File: src/rtl/mem_ring_ctrl.sv
// mem_ring_ctrl
//   Ring-side access controller in front of memory port B. Accepts one word
//   read/write request per cycle from the ring, drives the port B strobes
//   combinationally in the accept cycle, captures the one-cycle-latency read
//   data and returns ordered read responses through a small FIFO. Request
//   acceptance reserves a FIFO slot for every read in flight, so read data is
//   never dropped when the ring back-pressures responses.
//
// Ports
//   clock, rst          : clock and synchronous active-high reset
//   req_valid/ready     : request handshake
//   req_opcode          : 2'b01 RD, 2'b10 WR, others illegal (consumed, flagged)
//   req_address/data/tag: word address, write data, requestor tag
//   rsp_valid/ready     : read response handshake
//   rsp_address/data/tag: returned word, its address and originating tag
//   mem_address_b, mem_data_b, mem_rden_b, mem_wren_b, mem_q_b : memory port B
//   rd_cnt, wr_cnt      : saturating counts of accepted RD / WR requests
//   err_illegal         : sticky, set when an illegal opcode is accepted
module mem_ring_ctrl #(
    parameter int MSB_MEM   = 7,
    parameter int RSP_DEPTH = 4,
    parameter int TAG_W     = 8
) (
    input  logic                 clock,
    input  logic                 rst,
    input  logic                 req_valid,
    output logic                 req_ready,
    input  logic [1:0]           req_opcode,
    input  logic [MSB_MEM:2]     req_address,
    input  logic [31:0]          req_data,
    input  logic [TAG_W-1:0]     req_tag,
    output logic                 rsp_valid,
    input  logic                 rsp_ready,
    output logic [MSB_MEM:2]     rsp_address,
    output logic [31:0]          rsp_data,
    output logic [TAG_W-1:0]     rsp_tag,
    output logic [MSB_MEM:2]     mem_address_b,
    output logic [31:0]          mem_data_b,
    output logic                 mem_rden_b,
    output logic                 mem_wren_b,
    input  logic [31:0]          mem_q_b,
    output logic [15:0]          rd_cnt,
    output logic [15:0]          wr_cnt,
    output logic                 err_illegal
);

    localparam int PW = $clog2(RSP_DEPTH);
    localparam logic [PW+1:0] DEPTH_C = (PW+2)'(RSP_DEPTH);

    typedef struct packed {
        logic [MSB_MEM:2]   addr;
        logic [31:0]        data;
        logic [TAG_W-1:0]   tag;
    } rsp_t;

    localparam rsp_t RSP_ZERO = '0;

    rsp_t              fifo_mem [RSP_DEPTH];
    rsp_t              head;
    logic [PW-1:0]     wr_ptr;
    logic [PW-1:0]     rd_ptr;
    logic [PW:0]       fifo_cnt;
    logic [PW+1:0]     occupancy;
    logic              rd_inflight;
    logic [MSB_MEM:2]  rd_addr_p1;
    logic [TAG_W-1:0]  rd_tag_p1;
    logic              accept;
    logic              rd_acc;
    logic              wr_acc;
    logic              ill_acc;
    logic              push;
    logic              pop;

    function automatic logic [15:0] sat_inc(input logic [15:0] v, input logic en);
        if (en && (v != 16'hFFFF)) return v + 16'd1;
        return v;
    endfunction

    // Queued responses plus the read still in flight; each holds a FIFO slot.
    assign occupancy = {1'b0, fifo_cnt} + {{(PW+1){1'b0}}, rd_inflight};
    assign req_ready = !rst && (occupancy < DEPTH_C);

    assign accept  = req_valid && req_ready;
    assign rd_acc  = accept && (req_opcode == 2'b01);
    assign wr_acc  = accept && (req_opcode == 2'b10);
    assign ill_acc = accept && ((req_opcode == 2'b00) || (req_opcode == 2'b11));

    assign push      = rd_inflight;
    assign rsp_valid = (fifo_cnt != '0);
    assign pop       = rsp_valid && rsp_ready;

    // Stage p0: port B strobes in the accept cycle. Address/data are parked
    // at zero when idle so nothing toggles on an unused port.
    always_comb begin
        mem_rden_b    = rd_acc;
        mem_wren_b    = wr_acc;
        mem_address_b = '0;
        mem_data_b    = '0;
        if (rd_acc || wr_acc) mem_address_b = req_address;
        if (wr_acc)           mem_data_b    = req_data;
    end

    // Stage p1: read in flight; capture address/tag beside the memory read.
    always_ff @(posedge clock) begin
        if (rd_acc) begin
            rd_addr_p1 <= req_address;
            rd_tag_p1  <= req_tag;
        end
        if (push) fifo_mem[wr_ptr] <= '{addr: rd_addr_p1, data: mem_q_b, tag: rd_tag_p1};
    end

    // Stage p2: response FIFO control, counters and error flag.
    always_ff @(posedge clock) begin
        if (rst) begin
            rd_inflight <= 1'b0;
            wr_ptr      <= '0;
            rd_ptr      <= '0;
            fifo_cnt    <= '0;
            rd_cnt      <= '0;
            wr_cnt      <= '0;
            err_illegal <= 1'b0;
        end else begin
            rd_inflight <= rd_acc;
            if (push) wr_ptr <= wr_ptr + PW'(1);
            if (pop)  rd_ptr <= rd_ptr + PW'(1);
            case ({push, pop})
                2'b10:   fifo_cnt <= fifo_cnt + (PW+1)'(1);
                2'b01:   fifo_cnt <= fifo_cnt - (PW+1)'(1);
                default: fifo_cnt <= fifo_cnt;
            endcase
            rd_cnt      <= sat_inc(rd_cnt, rd_acc);
            wr_cnt      <= sat_inc(wr_cnt, wr_acc);
            err_illegal <= err_illegal | ill_acc;
        end
    end

    // Present zeros while empty so the response fields are clean after reset.
    assign head        = rsp_valid ? fifo_mem[rd_ptr] : RSP_ZERO;
    assign rsp_address = head.addr;
    assign rsp_data    = head.data;
    assign rsp_tag     = head.tag;

endmodule

File: config.mk
export PLATFORM = sky130hd
export DESIGN_NAME = mem_ring_ctrl
export DESIGN_NICKNAME = d
export VERILOG_FILES = /design/src/rtl/mem_ring_ctrl.sv
export SDC_FILE = /design/constraint.sdc
export NUM_CORES = 1
export LEC_CHECK = 0
export BUFFER_PORTS_ARGS = -buffer_cell sky130_fd_sc_hd__buf_4
export CORE_ASPECT_RATIO = 1.25
export CORE_MARGIN = 2
export CORE_UTILIZATION = 40
export DETAILED_ROUTE_END_ITERATION = 8
export PLACE_DENSITY_LB_ADDON = 0.12
export SYNTH_ARGS = -nofsm -noshare
export SYNTH_HDL_FRONTEND = slang
export SYNTH_SLANG_ARGS = --single-unit
File: constraint.sdc
create_clock -name clock -period 3.01 [get_ports clock]
set_clock_uncertainty 0.1 [all_clocks]
set_input_delay 0.1505 -clock clock [delete_from_list [all_inputs] [get_ports clock]]
set_output_delay 0.1505 -clock clock [all_outputs]
set_load 0.05 [all_outputs]
==> results by group <==
GRT
  • Wire length of the first global-routing pass: 32.8 mm
  • Number of antenna violations at the first check in global routing: 0
  • Largest net degree at the start of global routing: approximately 50
  • Vias in the first global route: 6299
  • GRT Residual Overflow: 0
  • Overall fraction of global-route tracks in use: 16.4%

Final layout
  • Proportion of layout cells with a drive suffix above 1: 35.4%
  • Footprint of the multi-input gates: between 0.002 and 0.003 mm²
  • Area added between synthesis and finish: 32.7%
  • Sequential cell area in the final layout: approximately 0.0068 mm²
  • Final cell count without fillers: 1204
  • Total number of nets in the final design: between 900 and 1000
  • Count of inserted antenna diode cells: 0
  • Filler Cells Inserted: 2075

Routing
  • Number of DRC markers in iteration 0: 323
  • Number of design rule violations left after detail routing: 0
  • Routed wire length on met2: 11.3 mm
  • Drt total wl: 22.0 mm
  • Per-cell via count in the routed design: 5.16
  • Drt wl/cell: about 18 µm
  • Number of vias after detailed routing: 6217
  • Number of nets with antenna violations after routing: 0
  • Top routing layer in use: met4
  • Total iterations of the first detailed-routing run: 4
  • Wire length on met3: 1.12 mm
  • Metal-1 WL: 9.37 mm

Synth
  • Top flip-flop cell by instance count after synthesis: sky130_fd_sc_hd__edfxtp_1
  • Number of enable flip-flop cells after synthesis: between 150 and 200
  • Post-Syn Area: 0.00982 mm²
  • Library cell occupying the most area in the post-synthesis netlist: sky130_fd_sc_hd__edfxtp_1
  • Cell types occupying the most area after synthesis: sky130_fd_sc_hd__edfxtp_1, sky130_fd_sc_hd__mux4_2, sky130_fd_sc_hd__dfxtp_1, sky130_fd_sc_hd__and2_1, sky130_fd_sc_hd__and3_1
  • Yosys top cell area share: 60.5%
  • Synthesized instance count: about 600
  • Count leader, synth: sky130_fd_sc_hd__edfxtp_1
  • Mean Syn Cell Area: 16.4 µm²
  • Number of distinct library cells after synthesis: 47
  • Yosys warnings: 0
  • Fraction of the yosys area taken by sequential cells: around 69%
  • Net count of the mapped netlist: 692
  • Top cells by count, synth: sky130_fd_sc_hd__edfxtp_1, sky130_fd_sc_hd__and2_1, sky130_fd_sc_hd__mux4_2, sky130_fd_sc_hd__dfxtp_1, sky130_fd_sc_hd__and3_1
  • Share of flip-flops with an asynchronous set or reset after synthesis: 0%
  • Yosys reg bits: approximately 240

Floorplanning
  • Die Height: 179 µm
  • Chip Width: around 140 µm
  • Core box area: 0.0243 mm²
  • Std cell rows: 64
  • Die area: 0.0258 mm²
  • Number of primary I/O pins: ~200
  • Initial cell density of the core: 40.4%

Placed design
  • Final weighted congestion of routability-driven global placement: 0.829
  • Port-buffer cells: 204
  • Placed cell count: 1110
  • Half-perimeter wire length of the detailed placement result: 13.7 mm

Timing
  • Final min period: 2.75 ns
  • Setup repair after global routing missed its margin: false
  • Worst slew margin: 55.8%
  • Post-route clock period utilization: 91.4%
  • Total Negative Setup Slacks: 0 ns
  • Slew Limit Fails: 0
  • Number of hold violations in the final report: 0
  • Fmax: 363 MHz
  • Final count of negative-setup-slack endpoints: 0
  • Actual transition at the worst max-transition pin: approximately 0.66 ns

CTS
  • CTS Sinks: 241
  • Reg clk slew, reported paths: 0.06 ns
  • H-tree lvl count: 1
  • TritonCTS clock tree: yes
  • Max Buffers Root-to-Sink: 3
  • Clock Tree Root: sky130_fd_sc_hd__clkbuf_16
  • Inserted Clock Buffers: 25
  • Worst skew pair latency: 0.51 ns

Run
  • Total of max-cap violations: 0

Worst setup path
  • Critical Path AT: around 2.5 ns
  • Maximum fanout count along the critical path: 43
  • Critical path startpoint category: input pin
  • Category of the worst setup path capture point: output port
  • Worst path required time: 2.76 ns
  • Crit Path Class: in -> out

Pwr
  • Areal power density over the cells: approximately 600 mW/mm²
  • Leakage power figure: between 4 and 5 nW
  • Overall power consumption: approximately 7.8 mW
  • IR Drop Worst-Case VDD: 0.341 mV

Run status
  • Result of the run: complete, no violations

Hold path
  • Hold/Removal Path Class: in -> reg
[worst paths after layout]
path                             from                       end  slack, ns  cells past startpoint
min                    req_address[3]   rd_addr_p1[3]$_DFFE_PP_       0.27                      2
min reg2reg    rd_tag_p1[1]$_DFFE_PP_  fifo_mem[1][1]$_DFFE_PP_       0.40                      0
max reg2reg  fifo_cnt[0]$_SDFFE_PP0P_    err_illegal$_SDFF_PP0_       0.55                      5
max                               rst                mem_rden_b       0.26                      6
[worst max-delay path: stages]
cell	delay [ns]
sky130_fd_sc_hd__dlygate4sd3_1	0.54
sky130_fd_sc_hd__buf_4	0.27
sky130_fd_sc_hd__and4bb_2	0.41
sky130_fd_sc_hd__nand2_1	0.32
sky130_fd_sc_hd__inv_2	0.49
sky130_fd_sc_hd__buf_4	0.29
[placed cells by master (no fill, tap or decap), drive strengths merged, types with 3 or more instances in the layout]
master,instances
inv,15
nand4,12
edfxtp,198
xor2,3
o41ai,7
nor2,14
dlygate4sd3,52
clkbuf,29
a21oi,23
and3,36
ha,9
o311ai,7
and4,4
and2,58
dfxtp,43
buf,215
nand2,13
or3,7
nor4,3
o31ai,12
nand3,11
or4,12
o21ai,9
mux4,46
clkinv,10
[cell type report]
cell class,count,area share (%)
clock buffers,29,4.91
clock inverters,13,0.643
inverters,14,0.403
multi-input cells,310,21.7
flip-flops and latches,241,52.2
well taps,330,3.17
repair buffers,267,16.9
[stage by stage]
stage	area, µm²	setup slack, ns	hold slack (ns)	util [%]
floorplan	9820	0.187	0.149	-
detailed placement	11800	0.652	0.232	48.4
global placement	11800	0.811	0.231	48.4
global route	13000	0.00728	0.265	53.6
CTS	13000	0.210	0.250	53.6
finish	13000	0.258	0.271	53.6
[cells by family after synthesis]
logic type | synth area share (%)
DFF | 69.3
and+or+nand+nor | 11.7
adders and majority gates | 1.35
muxes | 11.0
xor gates and xnor gates | 0.446
AOI/OAI and AO/OA | 4.22
buffers and inverters | 2.00
[routing by layer]
metal  vias to the layer above  GRT usage (%)
met5                         -              0
met4                         0           4.17
met3                        25           2.72
met2                       178           29.0
met1                      3117           21.2
li1                       2897              -
[where the power goes]
part / total [mW] / switching (mW) / internal, mW
sequential: 3.68 / 0.0471 / 3.63
combinational: 1.37 / 0.839 / 0.536
clock: 2.78 / 1.19 / 1.59
total: 7.84 / 2.08 / 5.76
[registers in the layout, summed over array words and instances, names as in the netlist, named ones only]
register	flops
fifo_mem	184
rd_cnt	16
wr_cnt	16
rd_tag_p1	8
rd_addr_p1	6
fifo_cnt	3
rd_ptr	2
wr_ptr	2
err_illegal	1
push	1
[timing repair]
action,in CTS,in global routing
hold buffers,52,0
hold endpoints to repair,170,0
gates resized for setup,0,0
buffers inserted,0,0
Note: power is estimated with default switching activity, not from simulation.
